$ cat src/rtl/if_fetch_queue_if.sv
// Handshake bundle for if_fetch_queue: redirect input, instruction-memory
// request/grant/response channel and the valid/ready channel toward decode.
interface if_fetch_queue_if #(
   parameter int XLEN = 32
);
   logic            redirect_valid;
   logic [XLEN-1:0] redirect_pc;
   logic            imem_req;
   logic [XLEN-1:0] imem_addr;
   logic            imem_gnt;
   logic            imem_rvalid;
   logic [XLEN-1:0] imem_rdata;
   logic            out_valid;
   logic            out_ready;
   logic [XLEN-1:0] out_instr;
   logic [XLEN-1:0] out_pc;

   // The fetch queue itself.
   modport slave (
      input  redirect_valid, redirect_pc, imem_gnt, imem_rvalid, imem_rdata, out_ready,
      output imem_req, imem_addr, out_valid, out_instr, out_pc
   );

   // The environment: branch unit, instruction memory and decode stage.
   modport master (
      output redirect_valid, redirect_pc, imem_gnt, imem_rvalid, imem_rdata, out_ready,
      input  imem_req, imem_addr, out_valid, out_instr, out_pc
   );
endinterface

$ cat src/rtl/if_fetch_queue.sv
// Prefetching instruction fetch stage: credit-limited memory requests, in-order
// response FIFO, redirect flush with stale-response squash. IF_FQ_BYPASS_EN adds a zero-latency bypass.
module if_fetch_queue #(
   parameter int              XLEN      = 32,
   parameter int              DEPTH     = 4,
   parameter int              MAX_OUTST = 2,
   parameter logic [XLEN-1:0] RESET_PC  = '0
) (
   input  logic            clk,
   input  logic            reset_n,
   if_fetch_queue_if.slave bus
);

   localparam int CNT_W = $clog2(DEPTH + 1);
   localparam int OUT_W = $clog2(MAX_OUTST + 1);
   localparam int PTR_W = $clog2(DEPTH);
   localparam int SUM_W = CNT_W + 1;

   localparam logic [CNT_W-1:0] DEPTH_C     = CNT_W'(DEPTH);
   localparam logic [SUM_W-1:0] DEPTH_S     = SUM_W'(DEPTH);
   localparam logic [OUT_W-1:0] MAX_OUTST_C = OUT_W'(MAX_OUTST);
   localparam logic [XLEN-1:0]  PC_STEP     = XLEN'(4);
   localparam logic [XLEN-1:0]  ALIGN_MASK  = ~XLEN'(3);

   logic [XLEN-1:0]  fetch_pc_q, fetch_pc_d;
   logic [XLEN-1:0]  resp_pc_q, resp_pc_d;
   logic [OUT_W-1:0] outst_q, outst_d;
   logic [OUT_W-1:0] discard_q, discard_d;
   logic [CNT_W-1:0] count_q, count_d;
   logic [PTR_W-1:0] wr_ptr_q, wr_ptr_d;
   logic [PTR_W-1:0] rd_ptr_q, rd_ptr_d;
   logic [XLEN-1:0]  hold_instr_q, hold_instr_d;
   logic [XLEN-1:0]  hold_pc_q, hold_pc_d;

   logic [XLEN-1:0]  instr_mem_q [DEPTH];
   logic [XLEN-1:0]  pc_mem_q    [DEPTH];

   logic             redirect;
   logic             rvalid;
   logic             empty;
   logic             full;
   logic             credit_ok;
   logic             req;
   logic             gnt_fire;
   logic             drop_rsp;
   logic             accept_rsp;
   logic             bypass;
   logic             push;
   logic             pop;
   logic [SUM_W-1:0] in_flight;
   logic [XLEN-1:0]  head_instr;
   logic [XLEN-1:0]  head_pc;
   logic [XLEN-1:0]  target_pc;

   assign redirect  = bus.redirect_valid;
   assign rvalid    = bus.imem_rvalid;
   assign empty     = (count_q == '0);
   assign full      = (count_q == DEPTH_C);
   assign target_pc = bus.redirect_pc & ALIGN_MASK;

   // Slots already filled plus slots promised to outstanding requests must fit.
   assign in_flight = SUM_W'(count_q) + SUM_W'(outst_q);
   assign credit_ok = (outst_q < MAX_OUTST_C) && (in_flight < DEPTH_S);
   assign req       = reset_n && !redirect && credit_ok;
   assign gnt_fire  = req && bus.imem_gnt;

   // A response in the redirect cycle is stale by definition.
   assign drop_rsp   = rvalid && (redirect || (discard_q != '0));
   assign accept_rsp = rvalid && !drop_rsp;

`ifdef IF_FQ_BYPASS_EN
   assign bypass = empty && (discard_q == '0) && !redirect && rvalid && bus.out_ready;
`else
   assign bypass = 1'b0;
`endif

   assign push = accept_rsp && !bypass;
   assign pop  = !empty && bus.out_ready && !redirect;

   assign head_instr = instr_mem_q[rd_ptr_q];
   assign head_pc    = pc_mem_q[rd_ptr_q];

   always_comb begin
      fetch_pc_d   = fetch_pc_q;
      resp_pc_d    = resp_pc_q;
      outst_d      = outst_q;
      discard_d    = discard_q;
      count_d      = count_q;
      wr_ptr_d     = wr_ptr_q;
      rd_ptr_d     = rd_ptr_q;
      hold_instr_d = hold_instr_q;
      hold_pc_d    = hold_pc_q;

      if (gnt_fire) begin
         fetch_pc_d = fetch_pc_q + PC_STEP;
      end

      case ({gnt_fire, rvalid})
         2'b10:   outst_d = outst_q + OUT_W'(1);
         2'b01:   outst_d = outst_q - OUT_W'(1);
         default: outst_d = outst_q;
      endcase

      if (rvalid && (discard_q != '0)) begin
         discard_d = discard_q - OUT_W'(1);
      end

      if (accept_rsp) begin
         resp_pc_d = resp_pc_q + PC_STEP;
      end

      if (push) begin
         wr_ptr_d = wr_ptr_q + PTR_W'(1);
      end

      if (pop) begin
         rd_ptr_d     = rd_ptr_q + PTR_W'(1);
         hold_instr_d = head_instr;
         hold_pc_d    = head_pc;
      end else if (bypass) begin
         hold_instr_d = bus.imem_rdata;
         hold_pc_d    = resp_pc_q;
      end

      case ({push, pop})
         2'b10:   count_d = count_q + CNT_W'(1);
         2'b01:   count_d = count_q - CNT_W'(1);
         default: count_d = count_q;
      endcase

      // Redirect overrides everything: every request still in flight becomes stale.
      if (redirect) begin
         fetch_pc_d = target_pc;
         resp_pc_d  = target_pc;
         discard_d  = outst_q - OUT_W'(rvalid);
         count_d    = '0;
         wr_ptr_d   = '0;
         rd_ptr_d   = '0;
      end
   end

   always_ff @(posedge clk or negedge reset_n) begin
      if (!reset_n) begin
         fetch_pc_q   <= RESET_PC;
         resp_pc_q    <= RESET_PC;
         outst_q      <= '0;
         discard_q    <= '0;
         count_q      <= '0;
         wr_ptr_q     <= '0;
         rd_ptr_q     <= '0;
         hold_instr_q <= '0;
         hold_pc_q    <= '0;
      end else begin
         fetch_pc_q   <= fetch_pc_d;
         resp_pc_q    <= resp_pc_d;
         outst_q      <= outst_d;
         discard_q    <= discard_d;
         count_q      <= count_d;
         wr_ptr_q     <= wr_ptr_d;
         rd_ptr_q     <= rd_ptr_d;
         hold_instr_q <= hold_instr_d;
         hold_pc_q    <= hold_pc_d;
      end
   end

   // Storage needs no reset; count_q alone decides which entries are live.
   always_ff @(posedge clk) begin
      if (push) begin
         instr_mem_q[wr_ptr_q] <= bus.imem_rdata;
         pc_mem_q[wr_ptr_q]    <= resp_pc_q;
      end
   end

   assign bus.imem_req  = req;
   assign bus.imem_addr = fetch_pc_q;
   assign bus.out_valid = !empty || bypass;

   always_comb begin
      bus.out_instr = hold_instr_q;
      bus.out_pc    = hold_pc_q;
      if (bypass) begin
         bus.out_instr = bus.imem_rdata;
         bus.out_pc    = resp_pc_q;
      end else if (!empty) begin
         bus.out_instr = head_instr;
         bus.out_pc    = head_pc;
      end
   end

`ifndef SYNTHESIS
   a_rvalid_without_request: assert property (@(posedge clk) disable iff (!reset_n)
      !(rvalid && (outst_q == '0)));
   a_push_when_full: assert property (@(posedge clk) disable iff (!reset_n)
      !(push && full && !pop));
`endif

endmodule

$ cat src/flat_wrapper.sv
// flat-port wrapper written by rule: the top's interface ports become plain ports
module if_fetch_queue_flat 
#(
   parameter int              XLEN      = 32,
   parameter int              DEPTH     = 4,
   parameter int              MAX_OUTST = 2,
   parameter logic [XLEN-1:0] RESET_PC  = '0
)
  (clk, reset_n, bus_redirect_valid, bus_redirect_pc, bus_imem_gnt, bus_imem_rvalid, bus_imem_rdata, bus_out_ready, bus_imem_req, bus_imem_addr, bus_out_valid, bus_out_instr, bus_out_pc);
  if_fetch_queue_if #(.XLEN(XLEN)) bus_i ();
  input  logic clk;
  input  logic reset_n;
  input wire logic [$bits(bus_i.redirect_valid)-1:0] bus_redirect_valid;
  input wire logic [$bits(bus_i.redirect_pc)-1:0] bus_redirect_pc;
  input wire logic [$bits(bus_i.imem_gnt)-1:0] bus_imem_gnt;
  input wire logic [$bits(bus_i.imem_rvalid)-1:0] bus_imem_rvalid;
  input wire logic [$bits(bus_i.imem_rdata)-1:0] bus_imem_rdata;
  input wire logic [$bits(bus_i.out_ready)-1:0] bus_out_ready;
  output wire logic [$bits(bus_i.imem_req)-1:0] bus_imem_req;
  output wire logic [$bits(bus_i.imem_addr)-1:0] bus_imem_addr;
  output wire logic [$bits(bus_i.out_valid)-1:0] bus_out_valid;
  output wire logic [$bits(bus_i.out_instr)-1:0] bus_out_instr;
  output wire logic [$bits(bus_i.out_pc)-1:0] bus_out_pc;
  assign bus_i.redirect_valid = bus_redirect_valid;
  assign bus_i.redirect_pc = bus_redirect_pc;
  assign bus_i.imem_gnt = bus_imem_gnt;
  assign bus_i.imem_rvalid = bus_imem_rvalid;
  assign bus_i.imem_rdata = bus_imem_rdata;
  assign bus_i.out_ready = bus_out_ready;
  assign bus_imem_req = bus_i.imem_req;
  assign bus_imem_addr = bus_i.imem_addr;
  assign bus_out_valid = bus_i.out_valid;
  assign bus_out_instr = bus_i.out_instr;
  assign bus_out_pc = bus_i.out_pc;
  if_fetch_queue #(.XLEN(XLEN), .DEPTH(DEPTH), .MAX_OUTST(MAX_OUTST), .RESET_PC(RESET_PC)) u_core (.clk(clk), .reset_n(reset_n), .bus(bus_i));
endmodule
$ cat config.mk
export PLATFORM = sky130hd
export DESIGN_NAME = if_fetch_queue_flat
export DESIGN_NICKNAME = d
export VERILOG_FILES = /design/src/rtl/if_fetch_queue_if.sv /design/src/rtl/if_fetch_queue.sv /design/src/flat_wrapper.sv
export SDC_FILE = /design/constraint.sdc
export NUM_CORES = 1
export LEC_CHECK = 0
export BUFFER_PORTS_ARGS = -buffer_cell sky130_fd_sc_hd__buf_2
export CELL_PAD_IN_SITES_DETAIL_PLACEMENT = 0
export CELL_PAD_IN_SITES_GLOBAL_PLACEMENT = 1
export CORE_MARGIN = 2
export CORE_UTILIZATION = 32
export DETAILED_ROUTE_END_ITERATION = 8
export PLACE_DENSITY = 0.67
export SKIP_LAST_GASP = 1
export SYNTH_ARGS = -nofsm -noshare
export SYNTH_HDL_FRONTEND = slang
export SYNTH_SLANG_ARGS = --single-unit
$ cat constraint.sdc
create_clock -name clk -period 8.9 [get_ports clk]
set_clock_uncertainty 0.05 [all_clocks]
set_input_delay 1.78 -clock clk [delete_from_list [all_inputs] [get_ports clk]]
set_output_delay 1.78 -clock clk [all_outputs]
set_load 0.01 [all_outputs]
==> After elaboration in Yosys (flattened, before gate mapping) <==
Memories as Yosys holds them, arrays and structs flattened.
Index checks and enable logic that the tools add are counted.
{ "word_totals": {"output_inout_bits": 98, "elab_cells": 66, "ram_bits": 256, "register_bits": 139, "inputBits": 70, "mem_count": 2} }
{ "mem_list": {"columns": ["name", "depth", "width", "rd", "rd_ports_with_merged_regs", "wr", "line", "source"], "rows": [
  ["u_core.instr_mem_q", 4, 32, 1, 0, 1, "if_fetch_queue.sv:35", "logic [XLEN-1:0] instr_mem_q [DEPTH];"],
  ["u_core.pc_mem_q", 4, 32, 1, 0, 1, "if_fetch_queue.sv:36", "logic [XLEN-1:0] pc_mem_q [DEPTH];"]
]} }
{ "op_classes": {"addsub": 11, "magnitude_cmp": 2, "eq_ne": 4, "mux": 17, "reduce_logical": 21} }
{ "op_table": {"columns": ["op", "count"], "rows": [
  ["32-bit 2-to-1 mux", 6],
  ["32-bit by 3-bit adder with 32-bit output (second input constant)", 2],
  ["2-bit 2-to-1 mux", 6],
  ["2-bit nonzero test", 6],
  ["1-bit logical AND", 9],
  ["2-bit by 1-bit adder with 2-bit output (second input constant)", 3],
  ["3-bit case mux with 2 select lines", 1],
  ["3-bit by 2-bit adder with 4-bit output", 1],
  ["2-bit by 1-bit equality test with 1-bit output (second input constant)", 2],
  ["2-bit equality test (second input constant)", 2],
  ["4-bit by 3-bit less-than comparator with 1-bit output (second input constant)", 1],
  ["2-bit case mux with 2 select lines", 1],
  ["2-bit by 1-bit subtractor with 2-bit output (second input constant)", 2],
  ["3-bit by 1-bit adder with 3-bit output (second input constant)", 1],
  ["1-bit zero test", 3],
  ["3-bit zero test", 1],
  ["3-bit 2-to-1 mux", 1],
  ["3-bit nonzero test", 1],
  ["3-bit by 1-bit subtractor with 3-bit output (second input constant)", 1],
  ["2-bit less-than comparator (second input constant)", 1],
  ["1-bit 2-to-1 mux", 2],
  ["2-bit by 1-bit subtractor with 2-bit output", 1],
  ["1-bit logical OR", 1]
]} }

==> Longest topological paths before layout <==
Gate-level depths: netlist of run 1.
{ "logic_depth": {"depth_word": 8, "ltp_mapped": 10, "mapped_depth_nobuf": 9} }

==> Worst setup path before layout of run 1 <==
OpenSTA, ideal clock, no wires.
{ "synth_path": {"path_type": "input port to flip-flop", "startpoint": "in bus_redirect_valid", "endpoint": "mem u_core.instr_mem_q[1][0], enable pin", "arrival_time_ns": 3.878, "setup_ns": 0.427, "path_buffers": 2, "slack_ns": 4.545, "t_required_ns": 8.423, "path_stages": 4, "path_cell_list": "clkbuf_8 -> inv_2 -> clkbuf_1 -> and3_1"} }
{ "synth_via": {"elab_chain_cells": 6} }
{ "synth_rtl": {"columns": ["item", "line", "source"], "rows": [
  ["start: declaration", "flat_wrapper.sv:13", "input wire logic [$bits(bus_i.redirect_valid)-1:0] bus_redirect_valid;"],
  ["1-bit logical OR", "if_fetch_queue.sv:68", "assign drop_rsp = rvalid && (redirect || (discard_q != '0));"],
  ["1-bit logical AND", "if_fetch_queue.sv:68", null],
  ["1-bit zero test", "if_fetch_queue.sv:69", "assign accept_rsp = rvalid && !drop_rsp;"],
  ["1-bit logical AND", "if_fetch_queue.sv:69", null],
  ["1-bit 2-to-1 mux", "if_fetch_queue.sv:168", "if (push) begin"],
  ["1-bit 2-to-1 mux (not written as such)", "if_fetch_queue.sv:169", "instr_mem_q[wr_ptr_q] <= bus.imem_rdata;"],
  ["end: declaration", "if_fetch_queue.sv:35", null]
]} }
Every way passes these cells.

==> Worst setup path in the final report of run 1 <==
{ "layout_path": {"startpoint": "reg u_core.rd_ptr_q[0]", "endpoint": "out bus_out_pc[13]"} }
{ "layout_via": {"elab_chain_cells": 2} }
{ "layout_rtl": {"columns": ["item", "line", "source"], "rows": [
  ["start: declaration", "if_fetch_queue.sv:31", "logic [PTR_W-1:0] rd_ptr_q, rd_ptr_d;"],
  ["start signal: assignment", "if_fetch_queue.sv:160", "rd_ptr_q <= rd_ptr_d;"],
  ["memory read 4 x 32 bit", null, null],
  ["32-bit 2-to-1 mux", "if_fetch_queue.sv:184", "end else if (!empty) begin"],
  ["end: declaration", "flat_wrapper.sv:23", "output wire logic [$bits(bus_i.out_pc)-1:0] bus_out_pc;"]
]} }
Every way passes these cells.

==> results.json, run 1 <==
{
  "wl_per_cell_microns": 19.3,
  "area_delta_synth_final_pct": 18.7,
  "hpwl_mm": 20.7,
  "syn_avg_cell_area_sq_um": 16.8,
  "switchingPower_mw": 1.76,
  "antenna_found_initial": 0,
  "p_per_area_nw_per_um2": 311,
  "hold_violations": 0,
  "holdBufCountCts": 0,
  "die_width_microns": 228,
  "drive_gt1_frac": 0.400,
  "clockBufferDepth": 3,
  "n_antenna_cell": 0,
  "coreArea_sq_um": 49900,
  "start_util": 0.322,
  "setup_viol_count_final": 0,
  "fin_area_sq_um": 19100,
  "hold_path_class": "flop to flop",
  "period_share": 0.566,
  "hold-worst-slack_ps": 449,
  "combPwrFrac": 0.296,
  "p_int_mw": 4.18,
  "grt_pass1_wl_mm": 55.3,
  "critPathArrivalTime_ps": 3210,
  "layout.nets": 1203,
  "seq_power_share": 0.391,
  "grt_overflow_total": 0,
  "max-slew-margin-rel": 0.278,
  "swShare": 0.296,
  "grt_max_degree": 66,
  "p_leak_nw": 6.83,
  "worstMarginPinSlew_ps": 1080,
  "ir_drop_uv": 300,
  "drt_pass1_iterations": 5,
  "routabilityCongestion": 0.776,
  "viasPerCell": 4.85,
  "seq_area_frac_synth": 0.670,
  "cts_max_level": 2,
  "min_period_ps": 5040,
  "boundaryPins": 168,
  "post_cts_resized": 0,
  "synthCells": 954,
  "synth_edf_count": 248,
  "yosysWarnings": 0,
  "io_buffers": 161,
  "grt_setup_unrepaired": "false",
  "endpoint_kind": "output port",
  "clockRootBuffer": "clkbuf_16",
  "crit_type": "flop to output port",
  "final_antenna_net_count": 0,
  "cp-start-kind": "flop",
  "cts_buffers": 43,
  "yosys_most_used_dff": "edfxtp_1",
  "insertion_delay_ps": 560,
  "dpl_cell_area_sq_um": 17600,
  "grt_usage": 0.137,
  "post-cts-setup-buffer-count": 0,
  "dieHeight_microns": 228,
  "critPathRequiredTime_ps": 7070,
  "fmax_mhz": 198,
  "wirelength_mm": 35.2,
  "cts_tree": "yes",
  "slew_viol_final": 0,
  "setup_tns_ps": 0,
  "rows": 82,
  "drt_iter0_markers": 413,
  "ys_seq_elements": 381,
  "p_clk_frac": 0.313,
  "path_max_fanout": 40,
  "netlist_area_sq_um": 16100,
  "synthArstFlopShare": 0.349,
  "die_area_sq_um": 52000,
  "yosys.cell_types.count": 58,
  "drv_cap": 0,
  "first_global_vias": 9328,
  "clk_pin_slew_ps": 60,
  "vias": 8860,
  "drcViolationCount": 0,
  "cts.sink_count": 381,
  "status": "finished clean"
}
==> layer usage <==
layer,GRT usage,part of all wire,vias up
li1,-,-,4044
met3,0.0264,0.044,51
met1,0.186,0.46,4576
met4,0.0433,0.021,0
met5,0,0,-
met2,0.223,0.47,189
==> synthesized netlist by cell type, drive strengths merged, types with 2 or more instances <==
cell type | n | area, sq um
edfxtp | 248 | 7450
and2 | 10 | 63.8
inv | 14 | 52.6
o31a | 3 | 26.3
and4 | 8 | 71.3
nand2 | 44 | 165
clkbuf | 21 | 88.8
and3 | 12 | 75.1
or3 | 3 | 18.8
or2 | 2 | 12.5
a31oi | 5 | 31.3
or4 | 3 | 26.3
a21oi | 7 | 35.0
o21a | 4 | 30.0
nand4 | 25 | 178
a21boi | 3 | 22.5
nor2 | 19 | 71.3
nor4 | 5 | 61.3
mux2 | 137 | 1540
o211ai | 16 | 120
nand2b | 3 | 18.8
xnor2 | 21 | 184
mux4 | 62 | 1400
dfrtp | 133 | 3330
nand3 | 32 | 170
xor2 | 25 | 219
nor3 | 8 | 50.1
a31o | 2 | 17.5
buf | 28 | 158
o311ai | 2 | 17.5
mux2i | 2 | 20.0
o21ai | 29 | 149
ha | 10 | 125
==> path summary, 6_finish.rpt <==
path	start	end	slack (ps)	cells past startpoint
max in group asynchronous	reset_n	u_core.hold_instr_q[19]	6500	2
min in group asynchronous	reset_n	u_core.hold_instr_q[5]	1150	1
min	u_core.hold_instr_q[16]	u_core.hold_instr_q[16]	450	1
max reg2reg	u_core.count_q[0]	u_core.hold_instr_q[0]	5630	5
max	u_core.rd_ptr_q[0]	bus_out_pc[13]	3860	4
min reg2reg	u_core.hold_instr_q[16]	u_core.hold_instr_q[16]	450	1
==> registers in the layout, summed over array words and instances, names as in the netlist <==
signal	count
u_core.bus.imem_addr	30
u_core.count_q	3
u_core.discard_q	2
u_core.hold_instr_q	32
u_core.hold_pc_q	30
u_core.instr_mem_q	128
u_core.outst_q	2
u_core.pc_mem_q	120
u_core.rd_ptr_q	2
u_core.resp_pc_q	30
u_core.wr_ptr_q	2
==> cell families after synthesis <==
kind of cell	synth area share
flip-flops	0.670
multiplexers	0.184
AND/OR/NAND/NOR	0.0630
AO/OA/AOI/OAI	0.0295
buffers and inverters	0.0186
XOR/XNOR	0.0251
adder cells (fa/ha/maj)	0.00903
other	0.000233
==> final cells by class <==
class	instances	area, sq um
flip-flops and latches	381	10800
clock buffers	52	1130
inverters	14	52.6
multi-input cells	513	5040
clock inverters	26	358
repair buffers	169	872
well taps	672	841
fillers	4708	30800
==> power by group through the flow <==
stage          sequential, mW  combinational (mW)  clock [mW]
5_1_grt                  2.36                1.92        1.98
4_1_cts                  2.33                1.82        1.91
3_5_place_dp             2.36                1.81           0
3_3_place_gp             2.35                1.79           0
2_1_floorplan            2.28                1.24           0
6_report                 2.32                1.76        1.86
==> stage by stage <==
stage                      util  cells  total power [mW]  setup slack, ps
after floorplan               -    957              3.53             4550
after global placement    0.353   1749              4.14             4160
after detailed placement  0.353   1749              4.17             4140
after CTS                 0.383   1827              6.06             3680
after global routing      0.383   1827              6.26             3570
final                     0.383   1827              5.94             3860
==> worst max-delay path, cell delays in order, from the launching register on <==
cell and delay (ps):
dfrtp_4 760, buf_4 780, mux4_2 660, mux2_2 290, buf_2 140
==> cells in the final DEF, fill, tap and decap left out, drive strengths merged, types with 5 or more instances in the layout <==
master and n:
a21oi 7, a31oi 5, and2 10, and3 12
and4 8, buf 169, bufinv 8, clkbuf 52
clkinv 14, dfrtp 133, edfxtp 248, ha 10
inv 16, mux2 137, mux4 62, nand2 44
nand3 32, nand4 25, nor2 19, nor3 8
nor4 5, o211ai 16, o21ai 29, xnor2 21
xor2 25
No activity file was read; power rests on OpenSTA's default activity.
==> run 2: changes to the inputs <==
--- a/config.mk
+++ b/config.mk
@@ -11,7 +11,7 @@
 export CORE_MARGIN = 2
 export CORE_UTILIZATION = 32
 export DETAILED_ROUTE_END_ITERATION = 8
-export PLACE_DENSITY = 0.67
+export PLACE_DENSITY = 0.69
 export SKIP_LAST_GASP = 1
 export SYNTH_ARGS = -nofsm -noshare
 export SYNTH_HDL_FRONTEND = slang
==> constraint.sdc (replaced) <==
create_clock -name clk -period 4.4 [get_ports clk]
set_clock_uncertainty 0.05 [all_clocks]
set_input_delay 0.88 -clock clk [delete_from_list [all_inputs] [get_ports clk]]
set_output_delay 0.88 -clock clk [all_outputs]
set_load 0.01 [all_outputs]
==> run 2 against run 1 <==
Compared with the run above: global-route usage is 0.58 points higher; critical path depth stayed put; final area is 0.25% lower; highest routed layer unchanged; sequential power is 100% higher.
==> results.json, run 2 (same netlist as run 1, synthesis figures left out) <==
{
  "status": "finished clean",
  "top_regs": "u_core.instr_mem_q x128, u_core.pc_mem_q x120, u_core.hold_instr_q x32",
  "setup_tns_ps": 0,
  "min_period_ps": 3710,
  "grt_pass1_wl_mm": 57.0,
  "place_ws_ps": 1210,
  "post-cts-setup-buffer-count": 0,
  "worst_slack_ps": 691,
  "die_area_sq_um": 52000,
  "layout.nets": 1216,
  "n_antenna_cell": 0,
  "period_share": 0.843,
  "vias": 8929,
  "drive_gt1_frac": 0.402,
  "slew_viol_final": 0,
  "cp-start-kind": "flop",
  "path_max_fanout": 31,
  "drcViolationCount": 0,
  "antenna_found_initial": 0,
  "p_per_area_nw_per_um2": 614,
  "final_cell_mix": "248 x edfxtp_1, 160 x buf_2, 137 x mux2_2",
  "drv_cap": 0,
  "rows": 82,
  "clockBufferDepth": 3,
  "largest-register": "u_core.instr_mem_q",
  "critical_path.slowest_cell": "dfrtp_4",
  "boundaryPins": 168,
  "hpwl_mm": 22.1,
  "largest_reg_flops": 128,
  "min_from": "u_core.hold_instr_q[2]",
  "viasPerCell": 4.85,
  "min_path_cells": 1,
  "hold_path_class": "flop to flop",
  "hold_violations": 0,
  "coreArea_sq_um": 49900,
  "post_cts_resized": 0,
  "critical-path-max-stage-delay_ps": 880,
  "timing.rr.start": "u_core.outst_q[1]",
  "fmax_mhz": 270,
  "wirelength_mm": 36.5,
  "first_global_vias": 9632,
  "min_to": "u_core.hold_instr_q[2]",
  "crit_type": "flop to output port",
  "io_buffers": 161,
  "ir_drop_uv": 380,
  "area_delta_synth_final_pct": 18.4,
  "r2r_slack_ps": 1910,
  "die_width_microns": 228,
  "grt_overflow_total": 0,
  "drt_iter0_markers": 478,
  "clk_pin_slew_ps": 60,
  "critPathRequiredTime_ps": 3470,
  "setup_viol_count_final": 0,
  "drt_pass1_iterations": 4,
  "path_cells": "buf_4 > mux4_2 > mux2_2 > buf_2",
  "clockRootBuffer": "clkbuf_16",
  "critPathArrivalTime_ps": 2780,
  "cts_tree": "yes",
  "p_leak_nw": 6.80,
  "holdBufCountCts": 0,
  "dieHeight_microns": 228,
  "r2r_cells": 8,
  "grt_setup_unrepaired": "false",
  "grt_max_degree": 134,
  "cts.sink_count": 381,
  "start_util": 0.322,
  "wl_per_cell_microns": 19.8,
  "final_antenna_net_count": 0,
  "r2r-end": "u_core.outst_q[1]",
  "routabilityCongestion": 0.797,
  "insertion_delay_ps": 560,
  "cts_max_level": 2,
  "max-slew-margin-rel": 0.454,
  "endpoint_kind": "output port",
  "cts_buffers": 43,
  "grt_usage": 0.143,
  "worstMarginPinSlew_ps": 820,
  "final_common_cell": "edfxtp_1"
}
run 2: changes by cell type in the layout (fill, tap and decap cells not counted):
cell | before | now
clkbuf_8 | 0 | 3
bufinv_16 | 8 | 0
clkinv_4 | 2 | 0
dfrtp_4 | 1 | 2
inv_6 | 2 | 3
clkinvlp_4 | 2 | 6
buf_4 | 8 | 17
clkinv_2 | 8 | 7
clkinv_8 | 1 | 0
dfrtp_2 | 1 | 0
clkinv_1 | 3 | 6
clkbuf_1 | 8 | 12
clkbuf_16 | 44 | 43
buf_12 | 0 | 4
run 2: layout make-up:
type,instances,area [sq um]
Fill cell,4688,30800
Clock buffer,58,1160
Multi-Input combinational cell,513,5040
Sequential cell,381,10800
Clock inverter,22,129
Timing Repair Buffer,182,1020
Tap cell,672,841
Inverter,14,52.6
run 2: how the worst max path moves through the flow:
stage / startpoint / to / slack, ps / cells past startpoint
floorplan: bus_redirect_valid / u_core.instr_mem_q[1][0] / 950 / 4
global placement: u_core.rd_ptr_q[0] / bus_out_pc[11] / 1220 / 4
detailed placement: u_core.rd_ptr_q[0] / bus_out_pc[11] / 1210 / 4
CTS: u_core.rd_ptr_q[0] / bus_out_pc[11] / 590 / 4
global route: u_core.rd_ptr_q[0] / bus_out_instr[14] / 500 / 4
finish: u_core.rd_ptr_q[0] / bus_out_instr[14] / 690 / 4
run 2: through the flow:
stage / hold slack (ps) / std cells / util / total power, mW / area [sq um]
6_report: 449 / 1842 / 0.382 / 11.7 / 19000
4_1_cts: 447 / 1842 / 0.382 / 11.9 / 19000
3_5_place_dp: 442 / 1762 / 0.356 / 8.55 / 17700
5_1_grt: 458 / 1842 / 0.382 / 12.3 / 19000
2_1_floorplan: 427 / 957 / - / 7.13 / 16100
3_3_place_gp: 435 / 1762 / 0.356 / 8.49 / 17700
run 2: layer usage:
| layer | vias to the layer above | part of all wire | global-route usage |
|---|---|---|---|
| met5 | - | 0 | 0 |
| met4 | 0 | 0.016 | 0.0319 |
| met3 | 45 | 0.049 | 0.0335 |
| met2 | 209 | 0.47 | 0.230 |
| met1 | 4599 | 0.47 | 0.197 |
| li1 | 4076 | - | - |
run 2: report_power, final:
group	total [mW]	internal [mW]	leakage, nW	switching [mW]
combinational	3.65	1.89	2.36	1.76
clock	3.31	1.86	0.617	1.45
sequential	4.74	4.32	3.83	0.413
run 2: critical path: cells and delay by family, from the launching register on:
| kind | cells | cell delay, ps |
|---|---|---|
| buf+inv | 2 | 480 |
| flops | 1 | 880 |
| mux | 2 | 820 |
==> run 3: changes to the inputs <==
--- a/config.mk
+++ b/config.mk
@@ -11,7 +11,7 @@
 export CORE_MARGIN = 2
 export CORE_UTILIZATION = 32
 export DETAILED_ROUTE_END_ITERATION = 8
-export PLACE_DENSITY = 0.69
+export PLACE_DENSITY = 0.67
 export SKIP_LAST_GASP = 1
 export SYNTH_ARGS = -nofsm -noshare
 export SYNTH_HDL_FRONTEND = slang
==> constraint.sdc (replaced) <==
create_clock -name clk -period 3.75 [get_ports clk]
set_clock_uncertainty 0.05 [all_clocks]
set_input_delay 0.75 -clock clk [delete_from_list [all_inputs] [get_ports clk]]
set_output_delay 0.75 -clock clk [all_outputs]
set_load 0.01 [all_outputs]
==> run 3 against run 2 <==
Compared with the run above: sequential cell count unchanged; global-route usage down 0.27 points; setup slack worse by 230 ps; cell count up 0.22%; worst hold slack worse by 92 ps; via count about the same; die area unchanged; register-to-register slack worse by 700 ps; largest power group unchanged; highest routed layer unchanged.
==> results.json, run 3 (same netlist as run 1, synthesis figures left out) <==
{
  "status": "finished clean",
  "grt_max_degree": 49,
  "placedCellCount": 1768,
  "hold_path_class": "input port to flop",
  "n_antenna_cell": 0,
  "top_regs": "u_core.instr_mem_q x128, u_core.pc_mem_q x120, u_core.hold_instr_q x32",
  "drcViolationCount": 0,
  "postLayoutCoreUtil": 0.386,
  "dpl_cell_area_sq_um": 17800,
  "power_mw": 14.1,
  "critical-path-max-stage-delay_ps": 580,
  "grt_overflow_total": 0,
  "clockBufferDepth": 3,
  "largest-register": "u_core.instr_mem_q",
  "coreArea_sq_um": 49900,
  "fillers": 4716,
  "final_cell_mix": "248 x edfxtp_1, 160 x buf_2, 137 x mux2_2",
  "cts_tree": "yes",
  "area_delta_synth_final_pct": 19.9,
  "place_ws_ps": 992,
  "worstSetupStartpoint": "u_core.rd_ptr_q[0]",
  "max-slew-margin-rel": 0.493,
  "grt_pass1_wl_mm": 56.3,
  "die_area_sq_um": 52000,
  "fmax_mhz": 304,
  "p_leak_nw": 6.92,
  "clk_pin_slew_ps": 60,
  "endpoint_kind": "output port",
  "first_global_vias": 9537,
  "cts.sink_count": 381,
  "drv_cap": 0,
  "crit_type": "flop to output port",
  "fin_area_sq_um": 19300,
  "wl_per_cell_microns": 19.5,
  "drive_gt1_frac": 0.407,
  "start_util": 0.322,
  "stdcell_count": 1846,
  "routabilityCongestion": 0.796,
  "drt_pass1_iterations": 5,
  "cts_buffers": 42,
  "hpwl_mm": 23.2,
  "insertion_delay_ps": 560,
  "rows": 82,
  "largest_reg_flops": 128,
  "die_width_microns": 228,
  "final_antenna_net_count": 0,
  "grt_usage": 0.140,
  "drt_iter0_markers": 473,
  "critPathRequiredTime_ps": 2950,
  "wirelength_mm": 36.0,
  "vias": 8937,
  "p_per_area_nw_per_um2": 732,
  "grt_setup_unrepaired": "false",
  "slew_viol_final": 0,
  "clockRootBuffer": "clkbuf_16",
  "critical_path.slowest_cell": "dfrtp_4",
  "crit_family": "multiplexers",
  "hold-worst-slack_ps": 357,
  "setup_tns_ps": 0,
  "cts_max_level": 2,
  "final_common_cell": "edfxtp_1",
  "io_buffers": 161,
  "dieHeight_microns": 228,
  "viasPerCell": 4.84,
  "layout.nets": 1222,
  "crit_buf_inv": 2,
  "post_cts_resized": 0,
  "min_period_ps": 3290,
  "min_from": "bus_imem_rdata[23]",
  "ir_drop_uv": 305,
  "worst_slack_ps": 465,
  "worstMarginPinSlew_ps": 758,
  "path_max_fanout": 13,
  "antenna_found_initial": 0,
  "period_share": 0.876,
  "critPathArrivalTime_ps": 2490,
  "setup_viol_count_final": 0,
  "boundaryPins": 168,
  "path_cells": "buf_4 > mux4_2 > mux2_2 > buf_2",
  "hold_violations": 0,
  "timing.rr.start": "u_core.count_q[0]",
  "cp-start-kind": "flop"
}
-- run 3: changes by cell type in the layout (fill, tap and decap cells not counted), sizes merged --
cell,before,now
buf,182,188
bufinv,0,6
clkbuf,58,59
clkinv,13,8
clkinvlp,6,2
dlygate4sd3,0,1
inv,17,16
-- run 3: final cells by class --
| class | instances | area [sq um] | share of cell area |
|---|---|---|---|
| clock buffers | 59 | 1160 | 0.0605 |
| clock inverters | 18 | 263 | 0.0136 |
| inverters | 14 | 52.6 | 0.00273 |
| multi-input cells | 513 | 5040 | 0.262 |
| flip-flops and latches | 381 | 10800 | 0.560 |
| well taps | 672 | 841 | 0.0436 |
| repair buffers | 189 | 1120 | 0.0584 |
-- run 3: path summary, 6_finish.rpt --
kind / end / slack (ps) / cells past startpoint
min in group asynchronous: u_core.hold_instr_q[2] / 590 / 2
hold / removal: u_core.instr_mem_q[1][23] / 360 / 1
hold reg to reg: u_core.hold_instr_q[17] / 450 / 1
max in group asynchronous: u_core.rd_ptr_q[0] / 2020 / 3
setup reg to reg: u_core.count_q[2] / 1210 / 9
setup / recovery: bus_out_instr[16] / 460 / 4
-- run 3: metal layers --
| layer | global-route usage | wire (microns) | share of wire |
|---|---|---|---|
| met1 | 0.186 | 16000 | 0.45 |
| met2 | 0.231 | 17200 | 0.48 |
| met3 | 0.0324 | 1860 | 0.052 |
| met4 | 0.0402 | 834 | 0.023 |
| met5 | 0 | 0 | 0 |
-- run 3: report_power, final --
| group | internal [mW] | switching, mW | total (mW) |
|---|---|---|---|
| Sequential | 5.07 | 0.387 | 5.46 |
| Combinational | 2.26 | 2.14 | 4.40 |
| Clock | 2.59 | 1.66 | 4.25 |
-- run 3: worst reg2reg max path, delay by kind of cell, from the launching register on --
kind	cells	cell delay, ps
AOI/OAI and AO/OA	3	420
adders and majority gates	1	440
and+or+nand+nor	3	870
buffers and inverters	2	270
DFF	1	440
-- run 3: what timing repair did --
item	4_1_cts	5_1_grt
buffers inserted	0	0
hold buffers	1	0
setup endpoints to repair	0	0
hold endpoints to repair	16	0
